===== config.mk =====
export PLATFORM = sky130hd
export DESIGN_NAME = mux_arbiter
export DESIGN_NICKNAME = d
export VERILOG_FILES = /design/src/rtl/mux_arbiter.sv
export SDC_FILE = /design/constraint.sdc
export NUM_CORES = 1
export LEC_CHECK = 0
export ABC_AREA = 1
export ABC_CLOCK_PERIOD_IN_PS = 1950
export CAP_MARGIN = 20
export CORE_MARGIN = 2
export CORE_UTILIZATION = 39
export CTS_CLUSTER_SIZE = 28
export DETAILED_ROUTE_END_ITERATION = 16
export PLACE_DENSITY = 0.77
export SYNTH_ARGS = -nofsm -noshare
export SYNTH_HDL_FRONTEND = slang
export SYNTH_SLANG_ARGS = --single-unit

===== constraint.sdc =====
create_clock -name clk -period 1.95 [get_ports clk]
set_input_delay 0.2925 -clock clk [delete_from_list [all_inputs] [get_ports clk]]
set_output_delay 0.2925 -clock clk [all_outputs]
set_load 0.005 [all_outputs]

===== src/rtl/mux_arbiter.sv =====
// -----------------------------------------------------------------------------
// mux_arbiter
//
// Two-source round-robin arbiter. It drives the select of the downstream 2:1
// mux and owns the output register that captures the mux result.
//
// Optional build macro:
//   MUX_ARB_FIXED_PRIO_EN - when defined, in0 always wins contention and the
//                           idle select defaults to 0. The round-robin pointer
//                           is still updated but does not steer arbitration.
//
// Ports:
//   clk, rst_n            clock, asynchronous active-low reset
//   in0_valid/data/ready  source 0 handshake (ready = accepted this cycle)
//   in1_valid/data/ready  source 1 handshake
//   s                     combinational mux select for the current grant
//   out_valid/data/src    registered output word and its source index
//   out_ready             downstream consumes the word when out_valid is high
// -----------------------------------------------------------------------------
module mux_arbiter #(
    parameter int WIDTH = 8
) (
    input  logic             clk,
    input  logic             rst_n,
    input  logic             in0_valid,
    input  logic [WIDTH-1:0] in0_data,
    output logic             in0_ready,
    input  logic             in1_valid,
    input  logic [WIDTH-1:0] in1_data,
    output logic             in1_ready,
    output logic             s,
    output logic             out_valid,
    output logic [WIDTH-1:0] out_data,
    output logic             out_src,
    input  logic             out_ready
);

    typedef enum logic [0:0] {
        EMPTY = 1'b0,
        FULL  = 1'b1
    } obuf_state_t;

    obuf_state_t      state_r;
    obuf_state_t      state_next_s;
    logic             last_r;
    logic [WIDTH-1:0] data_r;
    logic             src_r;

    logic             can_accept_s;
    logic             grant_valid_s;
    logic             grant_s;
    logic             accept_s;

    // 2:1 mux model of the downstream datapath: sel=0 picks a, sel=1 picks b.
    function automatic logic [WIDTH-1:0] mux2(input logic [WIDTH-1:0] a,
                                              input logic [WIDTH-1:0] b,
                                              input logic             sel);
        logic [WIDTH-1:0] y;
        if (sel == 1'b1) begin
            y = b;
        end else begin
            y = a;
        end
        return y;
    endfunction

    // Grant selection; with no requester the select parks on the idle value.
    always_comb begin
        grant_valid_s = 1'b0;
`ifdef MUX_ARB_FIXED_PRIO_EN
        grant_s = 1'b0;
`else
        grant_s = last_r;
`endif
        if (in0_valid && in1_valid) begin
            grant_valid_s = 1'b1;
`ifdef MUX_ARB_FIXED_PRIO_EN
            grant_s = 1'b0;
`else
            grant_s = ~last_r;
`endif
        end else if (in0_valid) begin
            grant_valid_s = 1'b1;
            grant_s       = 1'b0;
        end else if (in1_valid) begin
            grant_valid_s = 1'b1;
            grant_s       = 1'b1;
        end else begin
            grant_valid_s = 1'b0;
        end
    end

    // The register can take a word when empty or when it drains this cycle.
    // Readies are gated by rst_n so nothing is handshaken while in reset.
    always_comb begin
        can_accept_s = (state_r == EMPTY) || out_ready;
        accept_s     = rst_n && can_accept_s && grant_valid_s;
        in0_ready    = accept_s && (grant_s == 1'b0);
        in1_ready    = accept_s && (grant_s == 1'b1);
        s            = grant_s;
    end

    // Output buffer next state: accept refills, a lone drain empties.
    always_comb begin
        state_next_s = state_r;
        case (state_r)
            EMPTY: begin
                if (accept_s) begin
                    state_next_s = FULL;
                end else begin
                    state_next_s = EMPTY;
                end
            end
            FULL: begin
                if (accept_s) begin
                    state_next_s = FULL;
                end else if (out_ready) begin
                    state_next_s = EMPTY;
                end else begin
                    state_next_s = FULL;
                end
            end
            default: begin
                state_next_s = EMPTY;
            end
        endcase
    end

    // Output buffer state register.
    always_ff @(posedge clk or negedge rst_n) begin
        if (!rst_n) begin
            state_r <= EMPTY;
        end else begin
            state_r <= state_next_s;
        end
    end

    // Captured word, its source and the round-robin pointer; last resets to 1
    // so in0 wins the first contention.
    always_ff @(posedge clk or negedge rst_n) begin
        if (!rst_n) begin
            data_r <= {WIDTH{1'b0}};
            src_r  <= 1'b0;
            last_r <= 1'b1;
        end else if (accept_s) begin
            data_r <= mux2(in0_data, in1_data, grant_s);
            src_r  <= grant_s;
            last_r <= grant_s;
        end
    end

    assign out_valid = (state_r == FULL);
    assign out_data  = data_r;
    assign out_src   = src_r;

endmodule


==> Yosys cells after proc, flatten, opt, wreduce, memory -nomap -nowiden <==
Index checks and enable logic that the tools add are counted.
{ "word_totals": {"inputBits": 21, "elab_cells": 24, "out_inout_bits": 13, "ff_bits": 11} }
{ "classes": {"n_reduce_logical": 6, "bitwise_logic": 3, "n_mux": 11} }
{ "op_table": {"columns": ["cell", "count"], "rows": [
  ["2-to-1 mux 1 bit", 9],
  ["2-to-1 mux 8 bit", 1],
  ["logical AND 1 bit", 5],
  ["NOT 1 bit", 3],
  ["one-hot mux 1 bit (2 select lines)", 1],
  ["logical OR 1 bit", 1]
]} }

==> Depth between registers and ports, before layout <==
Gate-level depths: netlist (run 1).
{ "logic_depth": {"ltp_word": 6, "mapped_depth": 7, "ltp_nobuf": 6} }

==> Worst setup path after synthesis (run 1) <==
No wires, ideal clock.
{ "synth_path": {"path_kind": "register to output", "startpoint": "reg last_r", "endpoint": "out in0_ready", "path_buffers": 0, "slack_ns": 0.739, "arrival_ns": 0.918, "required_ns": 1.657, "stages_incl_launch_ff": 5, "path_cell_list": "dfstp_2 inv_2 nand2_2 nand2_2 nor2_1"} }
{ "synth_between": {"elab_chain_cells": 5, "elab_cells_between_ends": 6, "classes_between": "3 x mux; 2 x bitwise; 1 x reduce/logical"} }
{ "synth_lines": {"columns": ["element", "line", "source"], "rows": [
  ["start, declared", "45", "logic last_r;"],
  ["start signal, assigned", "148", "last_r <= grant_s;"],
  ["2-to-1 mux 1 bit", "85", "end else if (in1_valid) begin"],
  ["2-to-1 mux 1 bit", "82", "end else if (in0_valid) begin"],
  ["2-to-1 mux 1 bit (*)", "75", "if (in0_valid && in1_valid) begin"],
  ["named net s", "31", "output logic s,"],
  ["NOT 1 bit (*)", "98", "in0_ready = accept_s && (grant_s == 1'b0);"],
  ["logical AND 1 bit (*)", "98", null],
  ["end, declared", "27", "output logic in0_ready,"]
]} }
The timed path passes the listed nets; every way through them passes the cells marked *.

==> Final worst setup path (run 1) <==
{ "layout_path": {"startpoint": "reg last_r", "endpoint": "out in1_ready"} }
{ "layout_between": {"elab_chain_cells": 4, "elab_cells_between_ends": 5, "classes_between": "3 x mux; 1 x bitwise; 1 x reduce/logical"} }
{ "layout_lines": {"columns": ["element", "line", "source"], "rows": [
  ["2-to-1 mux 1 bit", "85", null],
  ["2-to-1 mux 1 bit", "82", null],
  ["2-to-1 mux 1 bit (*)", "75", null],
  ["logical AND 1 bit (*)", "99", "in1_ready = accept_s && (grant_s == 1'b1);"],
  ["end, declared", "30", "output logic in1_ready,"]
]} }
Every way passes the cells marked *; elsewhere a longest branch is shown, timed or not.

==> results of run 1 <==
## worst max path at each step
stage / startpoint / endpoint / cells past startpoint / slack (ps)
after CTS: last_r$_DFFE_PN1P_ / in0_ready / 5 / 20
after floorplan: last_r$_DFFE_PN1P_ / in0_ready / 4 / 740
after detailed placement: in0_valid / in1_ready / 8 / -40
after global placement: in0_valid / in1_ready / 8 / 20
final: last_r$_DFFE_PN1P_ / in1_ready / 5 / 70
after global routing: last_r$_DFFE_PN1P_ / in1_ready / 5 / -1
## where the power goes
group	switching (W)	leakage, nW	internal, W
combinational	0.000155	0.425	0.000201
clock	0.0000776	0.0150	0.0000791
sequential	0.0000348	0.134	0.000284
## metrics by stage
stage | power, W | util (%)
after floorplan | 0.000460 | -
after global placement | 0.000662 | 67.9
final | 0.000832 | 70.8
after global routing | 0.000893 | 70.8
after CTS | 0.000837 | 69.5
after detailed placement | 0.000674 | 67.9
## state kept, by name (all words and copies together) (netlist names)
name,count
last_r,1
out_data,8
out_src,1
out_valid,1
## synthesized netlist by cell type, drive strengths merged
master / count / share of area, %
nand3: 16 / 13
dfrtp: 10 / 41
o21ai: 1 / 0.82
inv: 6 / 3.7
nand2: 45 / 31
dfstp: 1 / 4.3
nor2: 4 / 4.9
buf: 1 / 1.2
## kinds of logic (layout without fill, tap and decap cells)
group	count (synthesis)	in the layout	share of synthesized area, %
AOI/OAI and AO/OA	1	1	0.822
buffers and inverters	7	52	4.94
and+or+nand+nor	65	65	48.8
DFF	11	11	45.5
## routing by layer
metal / vias up / share of wire, %
li1: 356 / -
met2: 39 / 51
met5: - / 0
met3: 4 / 7.2
met1: 325 / 41
met4: 0 / 1.3
## layout by cell type (no fill, tap or decap), types with 2 or more instances in the layout
| master | n |
|---|---|
| nand2_1 | 38 |
| buf_4 | 9 |
| nor2_4 | 2 |
| dfrtp_1 | 10 |
| inv_1 | 3 |
| inv_2 | 3 |
| nand2_2 | 6 |
| clkbuf_4 | 3 |
| clkdlybuf4s50_1 | 28 |
| dlymetal6s2s_1 | 3 |
| nor2_1 | 2 |
| nand3_1 | 16 |
| dlygate4sd2_1 | 2 |
## layout make-up
class,instances,share of cell area (%)
timing repair buffer,42,38.2
multi-input combinational,66,29.1
sequential,11,26.2
clock buffer,4,2.49
inverter,6,2.14
tap,16,1.90
## repair_timing
| action | 4_1_cts | 5_1_grt |
|---|---|---|
| gates cloned | 0 | 0 |
| gates resized for setup | 3 | 4 |
| setup endpoints to repair | 1 | 2 |
| endpoints found under the hold margin | 0 | 0 |
| pin swaps | 0 | 2 |
| buffers inserted | 0 | 1 |
==> impl_metrics.yaml, run 1 <==
run_status:
  run_status: "finished, final reports clean"
global_route:
  first_global_vias: 725
  grt_max_degree: 12
  grt_busiest_layer: "met2"
  global_route.usage.met3_pct: 3.33
  gr-usage-all-layers_pct: 21.3
  initial_antenna_violation_count: 0
  grt_first_pass_wirelength_um: 2990
  met2_track_demand_over_resource_in_global_routing_pct: 37.9
  globalRoute.totalOverflow: 0
  globalRouteMet1Util_pct: 24.5
layout:
  finish.instance_area_um2: 1050
  area.sequential_um2: 277
  layout.nets: 151
  number_of_filler_cells_placed_in_the_layout: 138
  num_antenna_cells: 0
  multi_input_combinational_cell_area_um2: 307
  post_route_cells_drive_above_1_share_pct: 19.4
  area_added_between_synthesis_and_finish_pct: 73.5
  final_cell_count_no_fill: 145
critical_path:
  timing.critical_path.required_ps: 1660
  worstSetupPathType: "flip-flop to output port"
  worstReg2RegStart: "last_r$_DFFE_PN1P_"
  timing.critical_path.to_type: "output port"
  path_buf_inv: 2
  cpMostUsedCell: "nand2_2"
  startpoint_type: "flip-flop"
  cp_cell_sequence: "nand2_2 -> nand2_4 -> nand2_2 -> inv_1 -> clkdlybuf4s50_1"
  number_of_cells_on_the_worst_reg_to_reg_path: 7
  critPathSlowestCell: "dfstp_2"
  r2r_slack_ps: 650
  path_delay_family: "flip-flops"
  cpPeakStageDelay_ps: 570
  r2r_end: "out_data[0]$_DFFE_PN0P_"
  crit_path_dat_ps: 1580
  crit_fanout: 4
route:
  via_per_inst: 4.99
  detailedRoute.firstPassIterationCount: 4
  drt_drc_violations_left: 0
  postRouteAntennaNets: 0
  finalWirelength_um: 1810
  vias: 724
  drt_iter0_drc: 10
  wl_per_cell_um: 12.5
floorplan:
  row_count: 14
  initial_utilization_pct: 40.8
  core_um2: 1490
  fp.dieH_um: 43.5
  die_w_um: 43.5
  num_io_pins: 34
  die_area_um2: 1890
logic_synthesis:
  synth.yosys.seq_area_share_pct: 45.5
  synth_area_um2: 608
  synthDistinctLibCells: 11
  post_synthesis_register_bit_count: 11
  mappedNetlistNets: 105
  synth-warning-count: 0
  syn_area_per_cell_um2: 7.24
  syn-instance-count: 84
place:
  placed_cells_incl_taps: 140
  globalplace.congestion: 0.856
  pre_cts_slack_ps: -42.3
  dpl_cell_area_um2: 1010
  io_buffers: 33
  dp.final_hpwl_um: 1380
clock_tree:
  post_cts_hold_buffer_count: 0
  worst_skew_pair.late_latency_ps: 270
  clk_path_buf_depth: 2
  clock-sinks: 11
  cts_buffers: 3
  clk_pin_slew_ps: 70
  max_h_tree_level: 1
  tritoncts: "yes"
  cts_root_buffer_type: "clkbuf_4"
job:
  maxCapViolCount: 0
sta:
  worst_pin_slew_ps: 274
  maximum_clock_rate_mhz: 533
  final.hold.worst_slack_ps: 28.6
  finClkSkew_ps: 2.22
  final-hold-violation-count: 0
  timing.max_slew.rel_slack_pct: 81.7
  drv_slew: 0
  setup_viol: 0
  setup_slack_ps: 74.2
  setup_total_negative_slack_ps: 0
  timing.final.crit_period_ps: 1880
  post-route-period-util_pct: 96.2
power_and_ir_drop:
  p_per_area_nw_per_um2: 788
  total_leakage_power_nw: 0.574
  max-vdd-ir-drop_mv: 0.457
hold_path:
  holdCritPathClass: "input pin to asynchronous set/reset pin"
(Power assumes the default switching activity.)
==> run 2, diff against run 1 <==
--- a/config.mk
+++ b/config.mk
@@ -10,7 +10,7 @@
 export CAP_MARGIN = 20
 export CORE_MARGIN = 2
 export CORE_UTILIZATION = 39
-export CTS_CLUSTER_SIZE = 28
+export CTS_CLUSTER_SIZE = 25
 export DETAILED_ROUTE_END_ITERATION = 16
 export PLACE_DENSITY = 0.77
 export SYNTH_ARGS = -nofsm -noshare
==> results of run 2 <==
Final layout, timing and power as in run 1 (identical DEF).
==> run 3, diff against run 2 <==
--- a/config.mk
+++ b/config.mk
@@ -8,8 +8,11 @@
 export ABC_AREA = 1
 export ABC_CLOCK_PERIOD_IN_PS = 1950
 export CAP_MARGIN = 20
+export CELL_PAD_IN_SITES_DETAIL_PLACEMENT = 1
+export CELL_PAD_IN_SITES_GLOBAL_PLACEMENT = 1
+export CORE_ASPECT_RATIO = 1.4
 export CORE_MARGIN = 2
-export CORE_UTILIZATION = 39
+export CORE_UTILIZATION = 26
 export CTS_CLUSTER_SIZE = 25
 export DETAILED_ROUTE_END_ITERATION = 16
 export PLACE_DENSITY = 0.77
==> impl_metrics.yaml, run 3 (synthesis gave the netlist of run 1 again) <==
sta:
  grt_setup_unrepaired: "no"
  post-route-period-util_pct: 91.9
  drv_slew: 0
  maximum_clock_rate_mhz: 558
  setup_viol: 0
  timing.max_slew.rel_slack_pct: 82.2
  timing.final.crit_period_ps: 1790
  finClkSkew_ps: 0.475
  final-hold-violation-count: 0
  worst_pin_slew_ps: 267
  setup_slack_ps: 158
clock_tree:
  clock-sinks: 11
  tritoncts: "yes"
  worst_skew_pair.late_latency_ps: 270
  cts_root_buffer_type: "clkbuf_4"
  cts_buffers: 3
  post_cts_hold_buffer_count: 0
  clk_pin_slew_ps: 70
  max_h_tree_level: 1
  clk_path_buf_depth: 2
global_route:
  grt_max_degree: 11
  grt_first_pass_wirelength_um: 2990
  first_global_vias: 679
  globalRoute.totalOverflow: 0
  gr-usage-all-layers_pct: 15.3
  initial_antenna_violation_count: 0
power_and_ir_drop:
  p_total_w: 0.000829
  p_per_area_nw_per_um2: 773
  total_leakage_power_nw: 0.576
  max-vdd-ir-drop_mv: 0.244
run_status:
  run_status: "finished, final reports clean"
critical_path:
  crit_path_dat_ps: 1500
  path_buf_inv: 1
  startpoint_type: "flip-flop"
  timing.critical_path.required_ps: 1660
  critPathSlowestCell: "dfstp_2"
  cp_cell_sequence: "nand2_4 -> nand2_4 -> clkdlybuf4s50_1"
  crit_fanout: 4
  cpPeakStageDelay_ps: 590
  cpMostUsedCell: "nand2_4"
  path_delay_family: "flip-flops"
  timing.critical_path.to_type: "output port"
  worstSetupPathType: "flip-flop to output port"
place:
  dp.final_hpwl_um: 1440
  globalplace.congestion: 0.743
  pre_cts_slack_ps: -21.6
  io_buffers: 33
floorplan:
  num_io_pins: 34
  die_w_um: 44.9
  row_count: 20
  fp.dieH_um: 61.2
  die_area_um2: 2750
  initial_utilization_pct: 27.6
  core_um2: 2200
route:
  via_per_inst: 4.50
  detailedRoute.firstPassIterationCount: 4
  drt_iter0_drc: 8
  wl_per_cell_um: 11.5
  postRouteAntennaNets: 0
  drt_drc_violations_left: 0
  vias: 684
  finalWirelength_um: 1740
layout:
  number_of_filler_cells_placed_in_the_layout: 287
  layout.nets: 152
  final_core_utilization_pct: 48.7
  leading_cell_type_in_the_layout_fill_and_taps_excluded: "nand2_1"
  final_cell_mix: "nand2_1 (38), clkdlybuf4s50_1 (28), nand3_1 (16)"
  post_route_cells_drive_above_1_share_pct: 20.0
  num_antenna_cells: 0
  area_added_between_synthesis_and_finish_pct: 76.3
  largest_register_ff_count: 8
job:
  maxCapViolCount: 0
hold_path:
  holdCritPathClass: "input pin to asynchronous set/reset pin"
-- run 3: cell types whose count changed in the layout (fill, tap and decap cells not counted), sizes merged --
cell	previous run	this run
buf	9	10
dlymetal6s2s	3	1
dlygate4sd2	2	4
-- run 3: worst paths after layout --
kind | end | start | cells past startpoint | slack [ps]
max | s | last_r$_DFFE_PN1P_ | 3 | 160
min | out_data[0]$_DFFE_PN0P_ | rst_n | 2 | 130
max reg2reg | out_data[4]$_DFFE_PN0P_ | last_r$_DFFE_PN1P_ | 5 | 740
min reg2reg | out_data[2]$_DFFE_PN0P_ | out_data[2]$_DFFE_PN0P_ | 2 | 480
max in group asynchronous | last_r$_DFFE_PN1P_ | rst_n | 2 | 1640
min in group clk | out_data[2]$_DFFE_PN0P_ | out_data[2]$_DFFE_PN0P_ | 2 | 480
-- run 3: repair_timing --
item | in CTS | in global routing
pin swaps | 1 | 1
endpoints found under the setup margin | 2 | 1
buffers inserted | 1 | 0
gates resized for setup | 5 | 4
gates cloned | 0 | 0
-- run 3: area by class of cell --
cell class	instances	area (µm²)	area share [%]
tap	22	27.5	2.57
clock buffer	4	26.3	2.45
multi-input combinational	66	317	29.5
inverter	6	22.5	2.10
sequential	11	277	25.8
timing repair buffer	43	403	37.6
-- run 3: metrics by stage --
stage / hold slack (ps) / instances / setup TNS, ps / cell area (µm²)
floorplan: -3.09 / 84 / 0 / 608
global placement: 455 / 147 / 0 / 1030
detailed placement: 468 / 147 / -33.9 / 1030
CTS: 115 / 152 / 0 / 1050
global route: 133 / 152 / 0 / 1070
finish: 132 / 152 / 0 / 1070
-- run 3: report_power, final --
part	total [W]	leakage (nW)	switching (W)	internal, W
clock network	0.000155	0.0150	0.0000762	0.0000792
logic	0.000355	0.427	0.000153	0.000201
registers	0.000319	0.134	0.0000350	0.000284
total	0.000829	0.576	0.000264	0.000565
-- run 3: metal layers --
metal	share of wire (%)	vias to the layer above	track usage, %
li1	-	355	-
met1	43	307	17.5
met2	52	20	25.3
met3	3.5	2	2.64
met4	1.5	0	11.3
met5	0	-	0
-- run 3: worst register-to-register path: cells and delay by family, from the launching register on --
family        cells  cell delay (ps)
flops             1              590
simple gates      5              520
